## config.mk

```make
export PLATFORM = sky130hd
export DESIGN_NAME = fifo_sample_serializer
export DESIGN_NICKNAME = d
export VERILOG_FILES = /design/src/rtl/fifo_ser_pkg.sv /design/src/rtl/ser_clk_div.sv /design/src/rtl/fifo_sample_serializer.sv
export SDC_FILE = /design/constraint.sdc
export NUM_CORES = 1
export LEC_CHECK = 0
export ABC_AREA = 1
export CORE_UTILIZATION = 45
export CTS_BUF_LIST = sky130_fd_sc_hd__clkbuf_16
export CTS_CLUSTER_SIZE = 24
export DETAILED_ROUTE_END_ITERATION = 8
export GPL_TIMING_DRIVEN = 0
export PLACE_DENSITY = 0.67
export REMOVE_ABC_BUFFERS = 1
export SETUP_SLACK_MARGIN = 0.5
export SYNTH_ARGS = -nofsm -noshare
export SYNTH_HDL_FRONTEND = slang
export SYNTH_SLANG_ARGS = --single-unit
```

## constraint.sdc

```tcl
create_clock -name clk -period 2.3 [get_ports clk]
set_clock_uncertainty 0.1 [all_clocks]
set_input_delay 0.345 -clock clk [delete_from_list [all_inputs] [get_ports clk]]
set_output_delay 0.345 -clock clk [all_outputs]
set_load 0.01 [all_outputs]
```

## src/rtl/fifo_ser_pkg.sv

```systemverilog
// Shared types and widths for the sample FIFO serializer.
package fifo_ser_pkg;

    typedef enum logic [1:0] {
        IDLE  = 2'd0,
        PRIME = 2'd1,
        RUN   = 2'd2
    } ser_state_t;

    localparam int DATA_WIDTH_DEF = 16;
    localparam int UNDERRUN_CNT_W = 16;

endpackage

```

## src/rtl/ser_clk_div.sv

```systemverilog
// Bit-clock divider: sclk toggles every CLK_DIV cycles while run is high,
// with one-cycle strobes in the cycle before each sclk edge.
module ser_clk_div #(
    parameter int CLK_DIV = 4
) (
    input  logic clk,
    input  logic rst_a,
    input  logic run,
    output logic sclk,
    output logic rise_tick,
    output logic fall_tick
);

    localparam int CW = (CLK_DIV > 1) ? $clog2(CLK_DIV) : 1;

    logic [CW-1:0] div_cnt;
    logic          half_done;

    assign half_done = run && (div_cnt == CW'(CLK_DIV - 1));
    assign rise_tick = half_done && !sclk;
    assign fall_tick = half_done && sclk;

    always_ff @(posedge clk or posedge rst_a) begin
        if (rst_a) begin
            div_cnt <= '0;
            sclk    <= 1'b0;
        end else if (!run) begin
            div_cnt <= '0;
            sclk    <= 1'b0;
        end else if (half_done) begin
            div_cnt <= '0;
            sclk    <= ~sclk;
        end else begin
            div_cnt <= div_cnt + CW'(1);
        end
    end

endmodule

```

## src/rtl/fifo_sample_serializer.sv

```systemverilog
// Pops FIFO samples and shifts them MSB-first onto a sclk/ws/sdata DAC link.
// Optional macro FIFO_SER_UNDERRUN_CNT_EN adds a saturating underrun_cnt output.
module fifo_sample_serializer
    import fifo_ser_pkg::*;
#(
    parameter int DATA_WIDTH = DATA_WIDTH_DEF,
    parameter int CLK_DIV    = 4,
    parameter int RD_LATENCY = 1
) (
    input  logic                  clk,
    input  logic                  rst_a,
    input  logic                  enable,
    input  logic                  fifo_empty,
    input  logic [DATA_WIDTH-1:0] fifo_data,
    output logic                  fifo_rd_en,
    output logic                  sclk,
    output logic                  ws,
    output logic                  sdata,
    output logic                  underrun
`ifdef FIFO_SER_UNDERRUN_CNT_EN
    ,output logic [UNDERRUN_CNT_W-1:0] underrun_cnt
`endif
);

    localparam int BW = $clog2(DATA_WIDTH);
    localparam int LW = (RD_LATENCY > 0) ? $clog2(RD_LATENCY + 1) : 1;

    ser_state_t            state;
    logic [DATA_WIDTH-1:0] shift_reg;
    logic [DATA_WIDTH-1:0] next_word;
    logic                  next_valid;
    logic [BW-1:0]         bit_cnt;
    logic [LW-1:0]         lat_cnt;
    logic                  rd_pending;
    logic                  rise_tick;
    logic                  fall_tick;
    logic                  pop_idle;
    logic                  pop_pref;
    logic                  capture;
    logic                  lsb_fall;
    logic                  slot_end;

    ser_clk_div #(
        .CLK_DIV (CLK_DIV)
    ) u_clk_div (
        .clk       (clk),
        .rst_a     (rst_a),
        .run       (state == RUN),
        .sclk      (sclk),
        .rise_tick (rise_tick),
        .fall_tick (fall_tick)
    );

    // bit_cnt counts bits already sampled by the DAC, so it reads 0 only at the
    // falling edge that closes a slot and DATA_WIDTH-1 where the LSB goes out.
    assign lsb_fall = (state == RUN) && fall_tick && (bit_cnt == BW'(DATA_WIDTH - 1));
    assign slot_end = (state == RUN) && fall_tick && (bit_cnt == '0);
    assign pop_idle = (state == IDLE) && enable && !fifo_empty;
    assign pop_pref = lsb_fall && enable && !fifo_empty && !next_valid && !rd_pending;
    assign capture  = rd_pending && (lat_cnt == LW'(RD_LATENCY));
    assign sdata    = (state == RUN) && shift_reg[DATA_WIDTH-1];

    always_ff @(posedge clk or posedge rst_a) begin
        if (rst_a) begin
            state      <= IDLE;
            fifo_rd_en <= 1'b0;
            ws         <= 1'b0;
            underrun   <= 1'b0;
            shift_reg  <= '0;
            next_word  <= '0;
            next_valid <= 1'b0;
            bit_cnt    <= '0;
            lat_cnt    <= '0;
            rd_pending <= 1'b0;
        end else begin
            fifo_rd_en <= pop_idle || pop_pref;
            underrun   <= 1'b0;

            if (pop_idle || pop_pref) begin
                rd_pending <= 1'b1;
                lat_cnt    <= '0;
            end else if (capture) begin
                rd_pending <= 1'b0;
            end else if (rd_pending) begin
                lat_cnt <= lat_cnt + LW'(1);
            end

            if (rise_tick) begin
                bit_cnt <= (bit_cnt == BW'(DATA_WIDTH - 1)) ? '0 : bit_cnt + BW'(1);
            end

            case (state)
                IDLE: begin
                    if (pop_idle) state <= PRIME;
                end
                PRIME: begin
                    if (capture) begin
                        shift_reg <= fifo_data;
                        ws        <= 1'b0;
                        bit_cnt   <= '0;
                        state     <= RUN;
                    end
                end
                RUN: begin
                    if (capture) begin
                        next_word  <= fifo_data;
                        next_valid <= 1'b1;
                    end
                    if (slot_end) begin
                        if (!enable) begin
                            state      <= IDLE;
                            ws         <= 1'b0;
                            shift_reg  <= '0;
                            next_valid <= 1'b0;
                            rd_pending <= 1'b0;
                        end else begin
                            ws <= ~ws;
                            // a word landing on the boundary edge itself is used directly
                            if (next_valid) begin
                                shift_reg  <= next_word;
                                next_valid <= 1'b0;
                            end else if (capture) begin
                                shift_reg  <= fifo_data;
                                next_valid <= 1'b0;
                            end else begin
                                shift_reg <= '0;
                                underrun  <= 1'b1;
                            end
                        end
                    end else if (fall_tick) begin
                        shift_reg <= {shift_reg[DATA_WIDTH-2:0], 1'b0};
                    end
                end
                default: state <= IDLE;
            endcase
        end
    end

`ifdef FIFO_SER_UNDERRUN_CNT_EN
    always_ff @(posedge clk or posedge rst_a) begin
        if (rst_a) begin
            underrun_cnt <= '0;
        end else if (underrun && (underrun_cnt != '1)) begin
            underrun_cnt <= underrun_cnt + UNDERRUN_CNT_W'(1);
        end
    end
`endif

endmodule

```

* Word-level counts from Yosys, hierarchy flattened
Index checks and enable logic that the tools add are counted.
** Cells by class
- $add $sub $neg :: 3
- Reductions and logical operators :: 28
- Mux-type cells :: 42
- Bitwise operators :: 2
- Eq/ne operators :: 11
** Operators by type and width (number)
- 16-bit two-way mux :: 6
- 16-bit one-hot mux with 2 select lines :: 1
- 1-bit two-way mux :: 23
- 4-bit two-way mux :: 4
- 1-bit logical AND :: 14
- 2-bit two-way mux :: 6
- 2-bit inequality test (second input constant) :: 5
- 2-bit one-hot mux with 3 select lines :: 1
- 3-bit AND reduction :: 2
- 4-bit by 1-bit adder with 4-bit output (second input constant) :: 1
- 2-bit == test (second input constant) :: 2
- 4-bit == test (second input constant) :: 1
- 1-bit zero test :: 4
- 4-bit zero test :: 1
- 2-bit AND reduction :: 2
- 4-bit AND reduction :: 1
- 2-bit nonzero test :: 2
- 3-bit inequality test (second input constant) :: 1
- 2-bit by 1-bit adder with 2-bit output (second input constant) :: 1
- 2-bit by 1-bit == test with 1-bit output (second input constant) :: 1
- 2-bit zero test :: 1
- 2-bit by 1-bit inequality test with 1-bit output (second input constant) :: 1
- 1-bit inverter :: 2
- 1-bit one-hot mux with 2 select lines :: 1
- other kinds (2) :: 2
** Storage, ports and cells
- Output and inout bits :: 5
- Register bits after elaboration :: 47
- Input port bits :: 20
- Word-level logic and storage cells :: 98

* Longest topological paths before layout
Gate-level depths: netlist of run 1.
- Depth in word-level cells :: 14
- Mapped depth :: 9
- Depth with buffers taken out :: 8

* Hierarchy
Synthesis of run 1 repeated with hierarchy kept, for this count alone.
** Unflattened totals
- Cell total of the unflattened synthesis :: 366
- Area, all modules :: 2663.8 µm²
** By module, submodules not included
- fifo_sample_serializer :: seq. area each 1101.1 µm², instances 1, cells each 349, area an instance 2524.9 µm²
- ser_clk_div :: seq. area each 75.1 µm², instances 1, cells each 17, area an instance 138.9 µm²

* Least setup slack after synthesis of run 1
No wires, ideal clock.
- Kind :: register to register
- From :: register bit_cnt[0]
- To :: register shift_reg[12]
- Slack :: 0.707 ns
- Required time :: 2.083 ns
- Setup time :: 0.117 ns
- Arrival :: 1.376 ns
- Path buffers :: 1
- Stages on the path, launching flop included :: 9
- Period minus slack after synthesis :: 1.593 ns
- Cells stage by stage :: dfrtp_1 -> inv_1 -> ha_1 -> nand3_1 -> o21ai_4 -> buf_2 -> nor2_1 -> nor2_1 -> nor2_1
** On the way
- Cells in the longest elaborated chain, start to end :: 4
- Elaborated cells on any way between the ends :: 6
- Those cells by class :: 1 x eq/ne; 2 x mux; 3 x reduce/logical
** RTL lines
- from (decl) :: line fifo_sample_serializer.sv:32 : logic [BW-1:0] bit_cnt;
- from (signal assigned) :: line fifo_sample_serializer.sv:89 : bit_cnt <= (bit_cnt == BW'(DATA_WIDTH - 1)) ? '0 : bit_cnt + BW'(1);
- 4-bit zero test (*) :: line fifo_sample_serializer.sv:57 : assign slot_end = (state == RUN) && fall_tick && (bit_cnt == '0);
- 1-bit logical AND (*) :: line fifo_sample_serializer.sv:57
- 3-bit inequality test (no source line) / 16-bit two-way mux (equally long branches)
- 3-bit AND reduction (no source line) / 16-bit one-hot mux with 2 select lines (equally long branches)
- to (signal assigned) :: line fifo_sample_serializer.sv:98 : shift_reg <= fifo_data;
- to (signal assigned) :: line fifo_sample_serializer.sv:120 : shift_reg <= next_word;
- to (signal assigned) :: line fifo_sample_serializer.sv:123 : shift_reg <= fifo_data;
- to (decl) :: line fifo_sample_serializer.sv:29 : logic [DATA_WIDTH-1:0] shift_reg;
Every way passes the cells marked *; elsewhere a longest branch is shown, timed or not.
A chain may end at the register's enable or synchronous reset.

* Worst setup path after layout of run 1
- From :: register state[0]
- To :: register shift_reg[15]
** On the way
- Cells in the longest elaborated chain, start to end :: 7
- Elaborated cells on any way between the ends :: 12
- Those cells by class :: 4 x eq/ne; 2 x mux; 6 x reduce/logical
** RTL lines
- from (decl) :: line fifo_sample_serializer.sv:28 : ser_state_t state;
- from (signal assigned) :: line fifo_sample_serializer.sv:65 : state <= IDLE;
- from (signal assigned) :: line fifo_sample_serializer.sv:94 : if (pop_idle) state <= PRIME;
- from (signal assigned) :: line fifo_sample_serializer.sv:101 : state <= RUN;
- 2-bit == test :: line fifo_sample_serializer.sv:48, fifo_sample_serializer.sv:57, fifo_sample_serializer.sv:92
- 1-bit logical AND :: line ser_clk_div.sv:19 : assign half_done = run && (div_cnt == CW'(CLK_DIV - 1));
- 1-bit logical AND :: line ser_clk_div.sv:21 : assign fall_tick = half_done && sclk;
- 1-bit logical AND (2 in series) :: line fifo_sample_serializer.sv:57
- 3-bit inequality test (no source line) / 16-bit two-way mux (equally long branches)
- 3-bit AND reduction (no source line) / 16-bit one-hot mux with 2 select lines (equally long branches)
Several ways; a longest one is shown, not always the timed one.

==> metrics.txt, run 1 <==
Core Region roughly 0.0057 sq mm; initial drt markers 177; YS warnings 0; CP Buf/Inv Count 1; post-synthesis compound-gate area fraction 0.08602; crit-path leading delay family simple AND/OR/NAND/NOR gates; filler instances around 530; synth cell count leaders nor2_1, nand2_1, inv_1, dfrtp_1; Tcrit/Tclk final 0.7511; # setup viols final 0; post-route minimum period 1728 ps; RSZ-0062 raised after global routing false; Die ar. 0.006359 sq mm; multi-input logic area 0.001236 sq mm; first-pass GRT wire length 10070 um; Routed Wire Length 6276 um; layout cell share with drive strength beyond 1 0.08428; Final ANT Viol Nets 0; initial antenna violation count 0; CTS tree built; Placement Cell Area 0.002983 sq mm; number of distinct library cells after synthesis 20; leakage power 1.745 nW; vias between 2000 and 2500; Synth Area in XOR/XNOR 0; P per Cell Area 1162 mW/mm^2; Critical Path Max Stage Delay 480 ps; syn avg cell area 6.651 sq um; Synth async-reset ratio 1.000; Startpoint Class register; die height 79.75 um; total track usage 0.2056; Num CTS Buffers 5; I/O pin cnt 25; GRT Residual Overflow 0; Tightest Hold Check Type input port to asynchronous set/reset pin; htree depth 2; worst-margin pin slew 574.0 ps; initial core utilization 0.4793; slowest cell on the critical path dfrtp_1; vias in the first global route 2107; post-DP HPWL between 3000 and 4000 um; CTS Hold Buffers Added 0; Post-Layout Cell Count between 500 and 600; critical path endpoint category register; status finished, final reports clean; Nets about 460; DR DRC count 0; router iterations before antenna repair 4; Peak VDD IR roughly 440 uV; Fin Hold WS approximately 190 ps; FP Rows 27; sequential element share of the synthesized area 0.4324; Wirelength per Cell 12.28 um; cells after synthesis 409; post-synthesis adder-cell area fraction 0.01380; Max clock buf depth 2; most common cell in the synthesized netlist nor2_1; Worst-Skew Late Latency 290 ps; Post-synth EDFFs 0; Post-Synth Simple-Gate Area 0.3390; CTS Sinks 47; FF+latch count, synth 47; ys flop type dfrtp_1; RD Place Congestion ~0.74; post-synthesis mux area share 0; Max Freq 0.5789 GHz; max-slew violation count 0; Max-slew headroom 0.6169; largest net degree at the start of global routing 40; main combinational cell family by area after synthesis simple AND/OR/NAND/NOR gates; area delta synth->final 20.75%; crit path DAT 1810 ps; main area contributors after synthesis dfrtp_1, nor2_1, nand2_1; Die W between 70 and 80 um; CP Max Fanout 11; n_diodes 0; leading area contributor after synthesis dfrtp_1; Hold Fails Final Rpt 0; clk slew on worst S/H paths 60 ps; Synth top area share 0.4324; vias per cell 4.779; worst path cell trace inv_2, nor2_2, nand2_2, a21oi_1, nand2_1, nor2_1, nor2_1; worst setup path class register to register; area of the mapped netlist roughly 0.0027 sq mm; CTS root buf clkbuf_16; number of max-cap violations 0; register area between 0.001 and 0.0015 sq mm; Worst Path Required 2380 ps; count of input and output buffers 24; Finished Cell Area 0.003284 sq mm; placed insts ~490; CP dominant cell by count nor2_1; Pwr Total 3.817 mW
placed cells by master (no fill, tap or decap), types with 4 or more instances in the layout:
master           instances
clkbuf_16                5
dfrtp_1                 46
nand2_4                  4
nand3_1                  7
buf_4                    6
clkdlybuf4s50_1         23
a21oi_1                 21
nor2_1                 124
nand2_1                 85
buf_12                   4
o21ai_0                 21
inv_1                   66
kinds of logic after synthesis:
| kind of cell | Yosys count |
|---|---|
| AND/OR/NAND/NOR | 230 |
| buffers and inverters | 85 |
| flip-flops | 47 |
| AO/OA/AOI/OAI | 44 |
| adder cells (fa/ha/maj) | 3 |
layout make-up:
class | count | share of cell area
sequential | 47 | 0.3592
timing repair buffer | 35 | 0.1131
multi-input combinational | 279 | 0.3764
clock buffer | 5 | 0.03810
tap | 72 | 0.02743
clock inverter | 3 | 0.004571
inverter | 70 | 0.08114
final timing paths:
path                                 startpoint              endpoint  slack (ps)  depth (start not counted)
min in group clk           u_clk_div.div_cnt[0]  u_clk_div.div_cnt[0]         350                          1
max in group asynchronous                 rst_a            next_valid        1430                          3
max reg2reg                            state[0]         shift_reg[15]         570                          7
min reg2reg                u_clk_div.div_cnt[0]  u_clk_div.div_cnt[0]         350                          1
min                                       rst_a         next_word[12]         190                          2
max                                    state[0]         shift_reg[15]         570                          7
layer usage:
metal  up-vias  part of all wire  GRT usage
met1      1108              0.47     0.2688
met5         -                 0          0
met3         7             0.051    0.03429
li1       1277                 -          -
met4         0             0.012    0.06429
met2        50              0.47     0.3462
per-stage QoR:
stage          utilization  worst slack [ps]  TNS (ps)
2_1_floorplan            -             482.6         0
3_5_place_dp        0.5256            -176.1     -2486
5_1_grt             0.5787             513.9         0
6_report            0.5787             572.5         0
3_3_place_gp        0.5220            -321.1    -16860
4_1_cts             0.5703             463.2         0
report_power, final:
| part | internal, mW | switching (mW) | leakage, nW |
|---|---|---|---|
| clock network | 0.397 | 0.314 | 0.0733 |
| logic | 0.687 | 0.981 | 1.12 |
| registers | 1.22 | 0.221 | 0.554 |
| total | 2.30 | 1.52 | 1.75 |
timing repair:
| action | 4_1_cts | 5_1_grt |
|---|---|---|
| resized for setup | 9 | 6 |
| endpoints found under the setup margin | 42 | 34 |
| buffers inserted | 6 | 4 |
| cloned | 1 | 1 |
| pin swaps | 4 | 1 |
(Power assumes the default switching activity.)
==> run 2: changes to the inputs <==
==> constraint.sdc (replaced) <==
create_clock -name clk -period 1.6 [get_ports clk]
set_clock_uncertainty 0.1 [all_clocks]
set_input_delay 0.24 -clock clk [delete_from_list [all_inputs] [get_ports clk]]
set_output_delay 0.24 -clock clk [all_outputs]
set_load 0.01 [all_outputs]
==> metrics.txt, run 2 (synthesized netlist as in run 1, its figures left out) <==
Startpoint Class register; CP dominant cell by count nor2_1; internal cell power 3.757 mW (+63%); Core Region 0.005675 sq mm (unchanged); vias 2737 (+12%); DR DRC count 0 (unchanged); Die W 79.75 um (unchanged); Gate power share 0.510 (+0.073); Final ANT Viol Nets 0 (unchanged); worst-margin pin slew 367.6 ps (-206.4 ps); Critical Path Max Stage Delay 400 ps (-80 ps); worst setup path start bit_cnt[0]; die height 79.75 um (unchanged); register area 0.001181 sq mm (+0.11%); Peak VDD IR 795.1 uV (+79%); Final TNS setup -202.5 ps (-202.5 ps); initial antenna violation count 0 (unchanged); Worst-Skew Late Latency 290 ps (about the same); Max clock buf depth 2 (unchanged); clk slew on worst S/H paths 70 ps (about the same); pre-CTS WS -876.1 ps (-700.0 ps); cells on worst reg2reg path 9 (+2); crit path DAT 1750 ps (-60 ps); commonest cells after routing, fill and taps aside nor2_1, nand2_1, inv_1, dfrtp_1, clkdlybuf4s50_1; area delta synth->final 39.97%; Hold Fails Final Rpt 0 (unchanged); failing checks setup timing; status finished, violations left; leakage power 1.964 nW (+13%); net switching power 2.647 mW (+75%); Die ar. 0.006359 sq mm (unchanged); number of max-cap violations 0 (unchanged); Switching Fraction 0.4133 (+0.01610); CTS Sinks 47 (unchanged); Num CTS Buffers 5 (unchanged); I/O pin cnt 25 (unchanged); vias in the first global route 2337 (+11%); Routed Wire Length 8110 um (+29%); clock share of power 0.160 (-0.026); first-pass GRT wire length 11850 um (+18%); vias per cell 5.116 (+7.1%); worst path cell trace inv_2, ha_4, nand3_2, buf_4, o21ai_4, buf_12, nor2_1, nor2_1, nor2_1; Finished Cell Area 0.003807 sq mm (+16%); Max-slew headroom 0.7542 (+0.1372); slowest cell on the critical path dfrtp_1; final setup margin -66.00 ps (-638.5 ps); Placement Cell Area 0.002983 sq mm (unchanged); reg2reg setup slack -70 ps (-640 ps); htree depth 2 (unchanged); Tightest Hold Check Type input port to asynchronous set/reset pin; post-DP HPWL 3632 um (unchanged); part of the power in registers 0.330 (-0.047); CTS root buf clkbuf_16; max-slew violation count 0 (unchanged); largest net degree at the start of global routing 40 (unchanged); router iterations before antenna repair 4 (unchanged); worst setup path class register to register; layout cell share with drive strength beyond 1 0.2311 (+0.1468); post-route minimum period 1666 ps (-61.54 ps); commonest non-fill, non-tap cell in the layout nor2_1; Wirelength per Cell 15.16 um (+23%); total track usage 0.2499 (+0.04432); Pwr Total 6.404 mW (+68%); critical path endpoint category register; Critical Path Sink shift_reg[3]; # setup viols final 10 (+10); RD Place Congestion 0.7369 (unchanged); R2R Path End shift_reg[3]; CP Max Fanout 16 (+5); Nets 485 (+5.2%); GRT Residual Overflow 0 (unchanged); Tcrit/Tclk final 1.041 (+0.2901); RSZ-0062 raised after global routing true; Worst Path Required 1680 ps (-700 ps); initial core utilization 0.4793 (unchanged); filler instances 431 (-19%); FP Rows 27 (unchanged); n_diodes 0 (unchanged); CTS Hold Buffers Added 0 (unchanged); P per Cell Area 1682 mW/mm^2 (+45%); Max Freq 0.6002 GHz (+3.7%); CTS tree built; count of input and output buffers 24 (unchanged); multi-input logic area 0.001496 sq mm (+21%); initial drt markers 239 (+35%); reg2reg start bit_cnt[0]
-- run 2: cell count changes in the layout (fill, tap and decap cells not counted), moves of 5 or more --
| cell | previous run | this run |
|---|---|---|
| o21ai_1 | 0 | 11 |
| o21ai_0 | 21 | 2 |
| buf_6 | 1 | 11 |
| nand2_2 | 1 | 18 |
| nand2_1 | 85 | 65 |
| inv_1 | 66 | 61 |
| o21ai_2 | 0 | 7 |
-- run 2: final cells by class --
cell class | instances | share of cell area
Sequential cell | 47 | 0.3102
Timing Repair Buffer | 54 | 0.1646
Multi-Input combinational cell | 284 | 0.3930
Tap cell | 72 | 0.02366
Clock buffer | 5 | 0.03286
Clock inverter | 3 | 0.003943
Inverter | 70 | 0.07164
-- run 2: worst min path at each step --
stage	startpoint	endpoint	slack [ps]	cells after the start
after floorplan	fifo_data[0]	next_word[0]	310	2
after global placement	u_clk_div.div_cnt[0]	u_clk_div.div_cnt[0]	320	1
after detailed placement	u_clk_div.div_cnt[0]	u_clk_div.div_cnt[0]	340	1
after CTS	rst_a	next_word[12]	90	2
after global routing	rst_a	next_word[12]	110	2
final	rst_a	next_word[12]	80	2
-- run 2: per-layer routing --
layer | wire length (um) | share of wire | track usage
met4 | 248 | 0.031 | 0.08750
met1 | 3248 | 0.40 | 0.3177
met2 | 4067 | 0.50 | 0.4256
met3 | 546 | 0.067 | 0.04343
met5 | 0 | 0 | 0
-- run 2: repair_timing --
item,CTS,global route
resized for setup,74,55
pin swaps,11,15
gates cloned,7,3
setup endpoints to repair,51,51
buffers inserted,18,8
-- run 2: per-stage QoR --
| stage | hold slack, ps | util | std cells |
|---|---|---|---|
| global placement | 323.9 | 0.5220 | 490 |
| CTS | 85.79 | 0.6208 | 524 |
| global route | 105.3 | 0.6709 | 535 |
| floorplan | 306.3 | - | 394 |
| detailed placement | 337.2 | 0.5256 | 491 |
| finish | 81.08 | 0.6709 | 535 |
-- run 2: power groups by stage --
stage	registers [mW]	clock network, mW	logic [mW]
6_report	2.12	1.02	3.26
5_1_grt	2.18	1.09	3.59
3_3_place_gp	2.12	0	1.99
4_1_cts	2.06	1.04	2.78
2_1_floorplan	2.06	0	1.59
3_5_place_dp	2.15	0	2.06
-- run 2: worst max-delay path: cells and delay by family (launching register included) --
kind / cells / cell delay (ps)
DFF: 1 / 400
and+or+nand+nor: 4 / 340
adders and majority gates: 1 / 130
AOI/OAI and AO/OA: 1 / 140
buffers and inverters: 3 / 430
